==> config.mk <==
export PLATFORM = sky130hd
export DESIGN_NAME = multicycle_control
export DESIGN_NICKNAME = d
export VERILOG_FILES = /design/src/rtl/multicycle_control.sv
export SDC_FILE = /design/constraint.sdc
export NUM_CORES = 1
export LEC_CHECK = 0
export CAP_MARGIN = 20
export CORE_MARGIN = 2
export CORE_UTILIZATION = 25
export CTS_CLUSTER_SIZE = 16
export DETAILED_ROUTE_END_ITERATION = 8
export GPL_TIMING_DRIVEN = 0
export SLEW_MARGIN = 5
export SYNTH_ARGS = -nofsm -noshare
export SYNTH_HDL_FRONTEND = slang
export SYNTH_SLANG_ARGS = --single-unit
==> constraint.sdc <==
create_clock -name iCLK -period 1.8 [get_ports iCLK]
set_input_delay 0.27 -clock iCLK [delete_from_list [all_inputs] [get_ports iCLK]]
set_output_delay 0.27 -clock iCLK [all_outputs]
set_load 0.05 [all_outputs]
==> src/rtl/multicycle_control.sv <==
// Control unit for a multicycle LEGv8 datapath: fetch/decode/execute/memory/writeback sequencing.
// Optional macro CBNZ_EN adds the CBNZ class (opcode 10110101xxx); without it that opcode halts.
module multicycle_control (
  input  logic        iCLK,
  input  logic        iReset,
  input  logic [10:0] iOpcode,
  input  logic        iZero,
  input  logic        iMemReady,
  output logic        oPCWrite,
  output logic        oIRWrite,
  output logic        oReg2Loc,
  output logic        oALUSrc,
  output logic        oMemtoReg,
  output logic        oRegWrite,
  output logic        oMemRead,
  output logic        oMemWrite,
  output logic        oBranch,
  output logic [1:0]  oOrigemPC,
  output logic [1:0]  oALUOp,
  output logic [2:0]  oState,
  output logic        oIllegal,
  output logic [31:0] oRetired
);

  typedef enum logic [2:0] {
    S_FETCH  = 3'd0,
    S_DECODE = 3'd1,
    S_EXEC   = 3'd2,
    S_MEM    = 3'd3,
    S_WB     = 3'd4,
    S_HALT   = 3'd7
  } state_t;

  typedef enum logic [2:0] {
    C_R    = 3'd0,
    C_LD   = 3'd1,
    C_ST   = 3'd2,
    C_CBZ  = 3'd3,
    C_B    = 3'd4,
    C_CBNZ = 3'd5
  } cls_t;

  state_t state;
  cls_t   cls;
  cls_t   dec_cls;
  logic   dec_ok;

  assign oState = 3'(state);

  // Opcode classification; only consumed in DECODE.
  always_comb begin
    dec_ok  = 1'b1;
    dec_cls = C_R;
    casez (iOpcode)
      11'b10001011000,
      11'b11001011000,
      11'b10001010000,
      11'b10101010000: dec_cls = C_R;
      11'b11111000010: dec_cls = C_LD;
      11'b11111000000: dec_cls = C_ST;
      11'b10110100???: dec_cls = C_CBZ;
`ifdef CBNZ_EN
      11'b10110101???: dec_cls = C_CBNZ;
`endif
      11'b000101?????: dec_cls = C_B;
      default:         dec_ok  = 1'b0;
    endcase
  end

  // Strobes follow the state register and the same-cycle handshake/zero inputs,
  // so a reset or a memory-ready edge takes effect without an extra cycle.
  always_comb begin
    oPCWrite  = 1'b0;
    oIRWrite  = 1'b0;
    oReg2Loc  = 1'b0;
    oALUSrc   = 1'b0;
    oMemtoReg = 1'b0;
    oRegWrite = 1'b0;
    oMemRead  = 1'b0;
    oMemWrite = 1'b0;
    oBranch   = 1'b0;
    oOrigemPC = 2'b00;
    oALUOp    = 2'b00;
    case (state)
      S_FETCH: begin
        oMemRead = 1'b1;
        oIRWrite = iMemReady;
      end
      S_EXEC: begin
        case (cls)
          C_R: oALUOp = 2'b10;
          C_LD, C_ST: oALUSrc = 1'b1;
          C_CBZ, C_CBNZ: begin
            oALUOp    = 2'b01;
            oReg2Loc  = 1'b1;
            oBranch   = 1'b1;
            oPCWrite  = 1'b1;
            oOrigemPC = {1'b0, (cls == C_CBZ) ? iZero : ~iZero};
          end
          C_B: begin
            oPCWrite  = 1'b1;
            oOrigemPC = 2'b10;
          end
          default: ;
        endcase
      end
      S_MEM: begin
        oALUSrc = 1'b1;
        if (cls == C_LD) begin
          oMemRead = 1'b1;
        end else begin
          oMemWrite = 1'b1;
          oReg2Loc  = 1'b1;
          oPCWrite  = iMemReady;
        end
      end
      S_WB: begin
        oRegWrite = 1'b1;
        oPCWrite  = 1'b1;
        oMemtoReg = (cls == C_LD);
        oALUSrc   = (cls == C_LD);
        oALUOp    = (cls == C_R) ? 2'b10 : 2'b00;
      end
      default: ;
    endcase
  end

  // Sequencing, class latch, halt flag and retire counter.
  always_ff @(posedge iCLK or negedge iReset) begin
    if (!iReset) begin
      state    <= S_FETCH;
      cls      <= C_R;
      oIllegal <= 1'b0;
      oRetired <= 32'd0;
    end else begin
      if (oPCWrite) oRetired <= oRetired + 32'd1;
      case (state)
        S_FETCH: if (iMemReady) state <= S_DECODE;
        S_DECODE: begin
          if (dec_ok) begin
            cls   <= dec_cls;
            state <= S_EXEC;
          end else begin
            state    <= S_HALT;
            oIllegal <= 1'b1;
          end
        end
        S_EXEC: begin
          case (cls)
            C_R:        state <= S_WB;
            C_LD, C_ST: state <= S_MEM;
            default:    state <= S_FETCH;
          endcase
        end
        S_MEM: if (iMemReady) state <= (cls == C_LD) ? S_WB : S_FETCH;
        S_WB:   state <= S_FETCH;
        S_HALT: state <= S_HALT;
        default: begin
          state    <= S_HALT;
          oIllegal <= 1'b1;
        end
      endcase
    end
  end

endmodule

==> flow_metrics.py, run 1 <==
metrics = {
    "status": {
        "outcome": "finished, violations left",
        "violations": "setup timing",
    },
    "clock_network": {
        "insertion_delay_ns": 0.29,
        "cts_buffer_depth": 2,
        "cts_tree": "built",
        "cts.sinks": 39,
        "cts_root_buf": "clkbuf_8",
        "path_clk_slew_ns": 0.08,
        "cts_htree_levels": 2,
        "numCtsBuffers": 5,
    },
    "drt": {
        "wl_met3_um": 292,
        "wl_met1_mm": 2.694,
        "ant_nets": 0,
        "wl_per_cell_um": 14.60,
        "drc_errors": 0,
        "top_layer": "met4",
        "vias": 2099,
        "wirelength_mm": 6.469,
        "first_pass_iters": 4,
        "routed_via_density": 4.738,
        "drtIter0Drc": 66,
        "route.met2.wl_mm": 3.429,
    },
    "floorplan": {
        "die_y_um": 97.00,
        "start_util_pct": 26.05,
        "dieArea_um2": 9408,
        "io_pins": 64,
        "die_w_um": 97.00,
        "rows": 33,
        "core_area_um2": 8299,
    },
    "yosys": {
        "synth_compound_area_share_pct": 7.234,
        "ys_ff_latch": 39,
        "synth_top_family_by_area": "simple AND/OR/NAND/NOR gates",
        "syn_inst": 226,
        "synthAdderAreaFrac_pct": 0.5787,
        "synthMuxAreaShare_pct": 0.9838,
        "synth_cell_types": 49,
        "synth_area_um2": 2162,
        "yosys.area_share.simple_pct": 28.30,
        "synth_edf_count": 0,
        "yosys.area_share.xor_xnor_pct": 13.77,
        "syn_nets": 242,
        "postSynthAreaPerCell_um2": 9.567,
        "ys.flop_type": "dfrtp_1",
        "synth-async-reset-ratio_pct": 100.0,
        "yosysWarnings": 0,
        "yosysSeqAreaShare_pct": 45.14,
    },
    "timing": {
        "fin_skew_ns": 0.006151,
        "drv_slew": 0,
        "fin_crit_sh_pct": 114.6,
        "worst_pin_slew_ns": 0.5109,
        "setup_viol": 37,
        "rsz0062_at_grt": "true",
        "timing.final.ws_setup_ns": -0.2630,
        "fin_crit_ns": 2.063,
        "final_hold_viol_count": 0,
        "max_freq_mhz": 484.7,
        "slew_headroom_pct": 65.89,
    },
    "layout": {
        "diodes": 0,
        "layout_common_cells": "buf_4 (33), dfrtp_2 (28), clkdlybuf4s50_1 (23)",
        "layout_commonest_cell": "buf_4",
        "fin_nets": 353,
        "drive_above_1_share_pct": 49.11,
        "area_growth_pct": 88.60,
    },
    "place": {
        "port_buffers": 63,
        "dp_slack_ns": -0.7835,
        "routabilityCongestion": 0.7919,
        "dp_hpwl_mm": 4.188,
    },
    "grt": {
        "first_global_vias": 2002,
        "grt_overflow": 0,
        "antenna_found_initial": 0,
        "track_usage_pct": 12.61,
        "grt_max_degree": 30,
        "grt_first_pass_wirelength_mm": 9.701,
    },
    "power_and_ir_drop": {
        "clkPwrFrac_pct": 43.2,
        "p_leak_nw": 2.229,
        "p_seq_share_pct": 52.1,
        "intPower_w": 0.001331,
        "p_switching_w": 0.0003509,
        "power_w": 0.001682,
        "ir_drop_v": 0.0003134,
        "powerDensity_nw_per_um2": 412.4,
        "pwr-share-comb_pct": 4.7,
        "switching_share_pct": 20.87,
    },
    "worst_setup_path": {
        "cp-start-kind": "flop",
        "crit_path_max_fanout": 5,
        "cp-end-kind": "output port",
        "crit_arrival_ns": 1.79,
        "critPathRequiredTime_ns": 1.53,
        "path_class": "flop to output port",
    },
    "run": {
        "drv_cap": 0,
    },
    "min_path": {
        "hold_path_class": "primary input to async pin",
    },
}
==> per-stage QoR <==
stage / area (µm²) / util [%] / cells / setup TNS, ns / hold WS (ns)
4_1_cts: 3677 / 44.31 / 428 / -5.410 / 0.3844
3_5_place_dp: 3228 / 38.90 / 395 / -10.69 / 0.1583
2_1_floorplan: 2451 / - / 226 / -4.545 / -0.02559
5_1_grt: 4078 / 49.13 / 443 / -6.558 / 0.4055
3_3_place_gp: 3213 / 38.72 / 394 / -36.45 / 0.4545
6_report: 4078 / 49.13 / 443 / -3.832 / 0.3765
==> Yosys cell counts (all sizes together), types with 2 or more instances <==
master   n  area share [%]
nor4bb   3             1.4
a21oi   10             2.5
and4     2            0.81
and3     4             1.4
o21ai    5             1.2
o22ai    2            0.58
dfrtp   39              45
xor2    16             6.5
buf      6             2.1
clkbuf   2            0.35
nand2   29             5.0
nor3    11             3.2
nand3b   2            0.69
nor4     6             2.0
nor2    16             2.8
inv      9             1.6
nand2b   4             1.2
xnor2   18             7.3
nand3   12             2.8
nor4b    2             1.1
nand4    9             2.6
==> state kept, by name (all words and copies together) (netlist names) <==
register	cells
oRetired	32
cls	3
oState	3
oIllegal	1
==> routing by layer <==
layer | track usage, % | vias to the layer above
li1 | - | 1026
met1 | 15.15 | 1021
met2 | 21.79 | 48
met3 | 3.902 | 4
met4 | 3.467 | 0
met5 | 0 | -
==> cell families after synthesis <==
group,count (synthesis)
AOI/OAI and AO/OA,24
adders and majority gates,1
xor gates and xnor gates,34
and+or+nand+nor,109
muxes,2
buffers and inverters,17
DFF,39
==> worst paths after layout <==
check	start	endpoint	slack [ns]	cells after the start
worst max register to register	cls[2]	oRetired[23]	-0.19	9
worst min-delay path	iReset	oRetired[23]	0.38	2
min in group iCLK	oRetired[31]	oRetired[31]	0.47	1
max in group asynchronous	iReset	oState[1]	0.96	3
worst min register to register	oRetired[31]	oRetired[31]	0.47	1
worst max-delay path	cls[2]	oReg2Loc	-0.26	5
==> cell type report <==
class / count / area, µm²
Clock inverter: 3 / 43.79
Sequential cell: 39 / 1011
Multi-Input combinational cell: 170 / 1598
Clock buffer: 5 / 68.82
Inverter: 9 / 36.28
Tap cell: 105 / 131.4
Fill cell: 762 / 4222
Buffer: 6 / 83.83
Timing Repair Buffer: 106 / 1105
==> repair_timing <==
item,4_1_cts,5_1_grt
gates resized for setup,130,67
hold buffers,1,0
buffers inserted,23,17
hold endpoints to repair,10,0
cloned,1,0
pin swaps,12,29
setup endpoints to repair,52,64
==> critical path: stages, from the launching register on <==
cell     delay [ns]
dfrtp_2        0.44
or3b_4         0.40
and3_4         0.18
buf_6          0.11
or2_4          0.22
buf_8          0.15
==> power by group through the flow <==
stage	registers, W	clock network [W]	logic, W
after floorplan	0.000895	0	0.0000121
after global placement	0.000895	0	0.0000693
after detailed placement	0.000895	0	0.0000743
after CTS	0.000877	0.000749	0.0000762
after global routing	0.000876	0.000783	0.0000866
final	0.000876	0.000726	0.0000790
Power figures use the tool's default switching activity.
==> run 2, diff against run 1 <==
==> constraint.sdc (replaced) <==
create_clock -name iCLK -period 2.6 [get_ports iCLK]
set_input_delay 0.39 -clock iCLK [delete_from_list [all_inputs] [get_ports iCLK]]
set_output_delay 0.39 -clock iCLK [all_outputs]
set_load 0.05 [all_outputs]
==> run 2 against run 1 <==
Effect of this change:
- the run now ends clean
- power down 30%
- first-iteration DRC count rose by 3.0%
- sequential share of layout area grew 7.1 points
- global-route usage shrank 0.54 points
- worst hold slack better by 0.11 ns
==> flow_metrics.py, run 2 (synthesis results as in run 1) <==
metrics = {
    "power_and_ir_drop": {
        "ir_drop_v": 0.0001694,
        "p_leak_nw": 1.347,
        "powerDensity_nw_per_um2": 382.4,
    },
    "timing": {
        "fin_skew_ns": 0.009884,
        "final_hold_viol_count": 0,
        "worst_pin_slew_ns": 0.7678,
        "slew_headroom_pct": 48.42,
        "timing.final.ws_setup_ns": 0.03958,
        "fin_crit_sh_pct": 98.48,
        "fin_crit_ns": 2.560,
        "setup_viol": 0,
        "finalSetupTns_ns": 0,
        "rsz0062_at_grt": "true",
        "max_freq_mhz": 390.6,
        "drv_slew": 0,
    },
    "grt": {
        "first_global_vias": 1917,
        "grt_first_pass_wirelength_mm": 9.321,
        "antenna_found_initial": 0,
        "grt_overflow": 0,
        "grt_max_degree": 32,
        "track_usage_pct": 12.08,
    },
    "layout": {
        "max_flop_register": "oRetired",
        "layout_common_cells": "clkdlybuf4s50_1 (49), dfrtp_1 (39), nand2_1 (29)",
        "fin_nets": 314,
        "layout_commonest_cell": "clkdlybuf4s50_1",
        "largest_reg_flops": 32,
        "drive_above_1_share_pct": 11.04,
        "multi_input_area_um2": 1110,
        "diodes": 0,
        "seq_area_um2": 975.9,
        "fill_cells": 849,
        "area_growth_pct": 41.61,
    },
    "worst_setup_path": {
        "critPathLaunch": "cls[1]",
        "reg2reg_slack_ns": 0.57,
        "cp-end-kind": "output port",
        "critPathRequiredTime_ns": 2.21,
        "max_stage_delay_ns": 0.42,
        "cp_slowest_cell": "or3b_4",
        "cp-start-kind": "flop",
        "crit_arrival_ns": 2.17,
        "cp_num_buf_inv": 4,
        "r2r_end": "oRetired[19]",
        "path_class": "flop to output port",
        "path_delay_family": "buffers and inverters",
        "ff2ff_path_depth": 8,
        "cp_common_cell": "buf_2",
        "worstPathCellList": "buf_2 -> or3b_4 -> and3_4 -> a21oi_2 -> inv_2 -> buf_2 -> buf_4",
        "r2r_start": "cls[1]",
        "crit_path_max_fanout": 10,
    },
    "drt": {
        "ant_nets": 0,
        "drc_errors": 0,
        "vias": 1912,
        "wl_per_cell_um": 13.69,
        "drtIter0Drc": 68,
        "wirelength_mm": 5.529,
        "routed_via_density": 4.733,
        "first_pass_iters": 4,
    },
    "floorplan": {
        "die_w_um": 97.00,
        "rows": 33,
        "dieArea_um2": 9408,
        "core_area_um2": 8299,
        "start_util_pct": 26.05,
        "io_pins": 64,
        "die_y_um": 97.00,
    },
    "place": {
        "dp_slack_ns": -0.1851,
        "dp_hpwl_mm": 4.143,
        "routabilityCongestion": 0.8247,
        "port_buffers": 63,
    },
    "clock_network": {
        "insertion_delay_ns": 0.30,
        "postCtsSetupBuffers": 0,
        "cts_buffer_depth": 2,
        "path_clk_slew_ns": 0.09,
        "cts_tree": "built",
        "cts_root_buf": "clkbuf_8",
        "cts.sinks": 39,
        "cts_htree_levels": 2,
        "numCtsBuffers": 5,
    },
    "run": {
        "drv_cap": 0,
    },
    "min_path": {
        "worstHoldPathCells": 1,
        "hold_path_class": "flop to flop",
        "min_to": "oRetired[31]",
        "min-delay-start": "oRetired[31]",
    },
    "status": {
        "outcome": "finished clean",
    },
}
[run 2: worst max-delay path by stage]
stage | endpoint | slack [ns] | cells past startpoint
global route | oPCWrite | -0.03 | 7
global placement | oPCWrite | -0.17 | 7
floorplan | oALUSrc | 0.16 | 5
CTS | oPCWrite | -0.12 | 7
detailed placement | oPCWrite | -0.19 | 7
finish | oPCWrite | 0.04 | 7
[run 2: where the power goes]
group	switching, W	leakage (nW)	internal (W)
clock	0.000227	0.0581	0.000286
sequential	0.000000795	0.493	0.000606
combinational	0.0000233	0.796	0.0000276
[run 2: timing repair]
item,CTS,global route
hold buffers,1,0
endpoints found under the hold margin,8,0
resized for setup,17,10
endpoints found under the setup margin,11,5
[run 2: per-layer routing]
layer,up-vias,share of wire (%),track usage [%]
li1,936,-,-
met1,912,47,15.91
met2,57,46,19.44
met3,7,5.8,2.818
met4,0,1.0,4.225
met5,-,0,0
[run 2: cell type report]
type	instances	share of cell area (%)
plain buffers	8	1.757
clock buffers	5	2.248
clock inverters	3	1.430
inverters	9	1.103
multi-input cells	170	36.25
flip-flops and latches	39	31.88
well taps	105	4.291
repair buffers	65	21.05
[run 2: per-stage QoR]
stage	hold WS (ns)	std cells	util, %	total power, W	instance area [µm²]
floorplan	0.09441	226	-	0.0006282	2172
global placement	0.4553	394	35.35	0.0006669	2934
detailed placement	0.2741	395	35.53	0.0006705	2949
CTS	0.4834	404	36.94	0.001186	3065
global route	0.5146	404	36.89	0.001214	3062
finish	0.4839	404	36.89	0.001171	3062
==> run 3, diff against run 2 <==
--- a/config.mk
+++ b/config.mk
@@ -11,6 +11,7 @@
 export CTS_CLUSTER_SIZE = 16
 export DETAILED_ROUTE_END_ITERATION = 8
 export GPL_TIMING_DRIVEN = 0
+export REMOVE_ABC_BUFFERS = 1
 export SLEW_MARGIN = 5
 export SYNTH_ARGS = -nofsm -noshare
 export SYNTH_HDL_FRONTEND = slang
==> run 3 against run 2 <==
Effect of this change:
- the run now ends with setup timing left
- combinational power up 1%
- global-route usage down 0.89 points
- sequential power about the same
- flip-flop and latch count unchanged
- clock skew about the same
- non-clock buffer count down 6
- via count down 1.4%
- die area unchanged
- power up 0.82%
- core utilization down 0.21 points
==> flow_metrics.py, run 3 (synthesis results as in run 1) <==
metrics = {
    "run": {
        "drv_cap": 0,
    },
    "timing": {
        "setup_viol": 1,
        "fin_crit_sh_pct": 102.8,
        "rsz0062_at_grt": "true",
        "fin_crit_ns": 2.672,
        "drv_slew": 0,
        "worst_pin_slew_ns": 0.7611,
        "timing.final.ws_setup_ns": -0.07151,
        "final_hold_viol_count": 0,
        "slew_headroom_pct": 48.87,
        "finalSetupTns_ns": -0.07151,
        "max_freq_mhz": 374.3,
        "fin_skew_ns": 0.009618,
        "hold_slack_ns": 0.4733,
    },
    "drt": {
        "wirelength_mm": 5.348,
        "drtIter0Drc": 60,
        "drc_errors": 0,
        "routed_via_density": 4.724,
        "ant_nets": 0,
        "first_pass_iters": 4,
        "vias": 1885,
        "wl_per_cell_um": 13.40,
    },
    "worst_setup_path": {
        "worstPathCellList": "or3b_4 -> and3_4 -> a21oi_4 -> inv_2 -> clkdlybuf4s15_2",
        "path_class": "flop to output port",
        "cp-start-kind": "flop",
        "crit_path_max_fanout": 15,
        "cp_slowest_cell": "dfrtp_1",
        "crit_arrival_ns": 2.28,
        "ff2ff_path_depth": 5,
        "reg2reg_slack_ns": 0.50,
        "r2r_end": "oRetired[25]",
        "r2r_start": "cls[1]",
        "cp-end-kind": "output port",
        "critPathRequiredTime_ns": 2.21,
        "max_stage_delay_ns": 0.49,
    },
    "clock_network": {
        "cts_tree": "built",
        "cts.sinks": 39,
        "numCtsBuffers": 5,
        "cts_buffer_depth": 2,
        "insertion_delay_ns": 0.29,
        "cts_htree_levels": 2,
        "path_clk_slew_ns": 0.09,
        "cts_root_buf": "clkbuf_8",
    },
    "grt": {
        "antenna_found_initial": 0,
        "grt_first_pass_wirelength_mm": 8.763,
        "first_global_vias": 1815,
        "grt_max_degree": 30,
        "track_usage_pct": 11.19,
        "grt_overflow": 0,
    },
    "layout": {
        "max_flop_register": "oRetired",
        "fill_cells": 850,
        "largest_reg_flops": 32,
        "area_growth_pct": 40.80,
        "stdcell_count": 399,
        "diodes": 0,
        "drive_above_1_share_pct": 10.20,
        "layout_commonest_cell": "clkdlybuf4s50_1",
        "final_core_util_pct": 36.68,
        "fin_nets": 309,
        "layout_common_cells": "clkdlybuf4s50_1 (49), dfrtp_1 (37), nand2_1 (29)",
    },
    "floorplan": {
        "dieArea_um2": 9408,
        "rows": 33,
        "die_w_um": 97.00,
        "start_util_pct": 26.05,
        "die_y_um": 97.00,
        "core_area_um2": 8299,
        "io_pins": 64,
    },
    "place": {
        "dp_cells": 387,
        "routabilityCongestion": 0.7741,
        "dp_slack_ns": -0.9049,
        "port_buffers": 63,
        "dp_hpwl_mm": 3.767,
    },
    "min_path": {
        "min_to": "oRetired[31]",
        "worstHoldPathCells": 1,
        "min-delay-start": "oRetired[31]",
        "hold_path_class": "flop to flop",
    },
    "power_and_ir_drop": {
        "ir_drop_v": 0.0001775,
        "p_leak_nw": 1.344,
        "powerDensity_nw_per_um2": 387.7,
    },
    "status": {
        "outcome": "finished, violations left",
        "violations": "setup timing",
    },
}
[run 3: what timing repair did]
action / 4_1_cts / 5_1_grt
pin swaps: 1 / 1
hold buffers: 1 / 0
endpoints found under the setup margin: 24 / 6
endpoints found under the hold margin: 10 / 0
gates cloned: 1 / 0
resized for setup: 16 / 8
buffers inserted: 0 / 2
[run 3: layer usage]
metal | GRT usage [%] | vias up | part of all wire (%)
li1 | - | 938 | -
met1 | 14.21 | 902 | 45
met2 | 18.70 | 41 | 50
met3 | 2.673 | 4 | 4.3
met4 | 3.684 | 0 | 0.92
met5 | 0 | - | 0
[run 3: power breakdown]
group	switching (W)	internal [W]
clock network	0.000231	0.000291
registers	0.000000757	0.000606
logic	0.0000239	0.0000276
total	0.000255	0.000925
[run 3: metrics by stage]
step / power, W / cell area, µm²
2_1_floorplan: 0.0006282 / 2110
3_3_place_gp: 0.0006663 / 2872
3_5_place_dp: 0.0006701 / 2887
4_1_cts: 0.001201 / 3020
5_1_grt: 0.001222 / 3044
6_report: 0.001180 / 3044
[run 3: critical path, delay by kind of cell (launching register included)]
kind,cells,cell delay [ns]
buffers and inverters,2,0.57
AND/OR/NAND/NOR,2,0.66
flip-flops,1,0.49
AO/OA/AOI/OAI,1,0.26
[run 3: area by class of cell]
cell class                      instances  area, µm²  area share [%]
Tap cell                              105      131.4           4.316
Sequential cell                        39      978.4           32.14
Clock inverter                          3      47.55           1.562
Inverter                                9      33.78           1.110
Multi-Input combinational cell        171       1127           37.03
Clock buffer                            5      68.82           2.261
Timing Repair Buffer                   67      656.9           21.58
[run 3: how the worst max path moves through the flow]
| stage | startpoint | endpoint | slack [ns] |
|---|---|---|---|
| after CTS | cls[1] | oPCWrite | -0.22 |
| after detailed placement | cls[1] | oPCWrite | -0.90 |
| final | cls[1] | oPCWrite | -0.07 |
| after global placement | cls[1] | oPCWrite | -0.92 |
| after global routing | cls[1] | oPCWrite | -0.18 |
| after floorplan | oState[1] | oOrigemPC[1] | -0.37 |
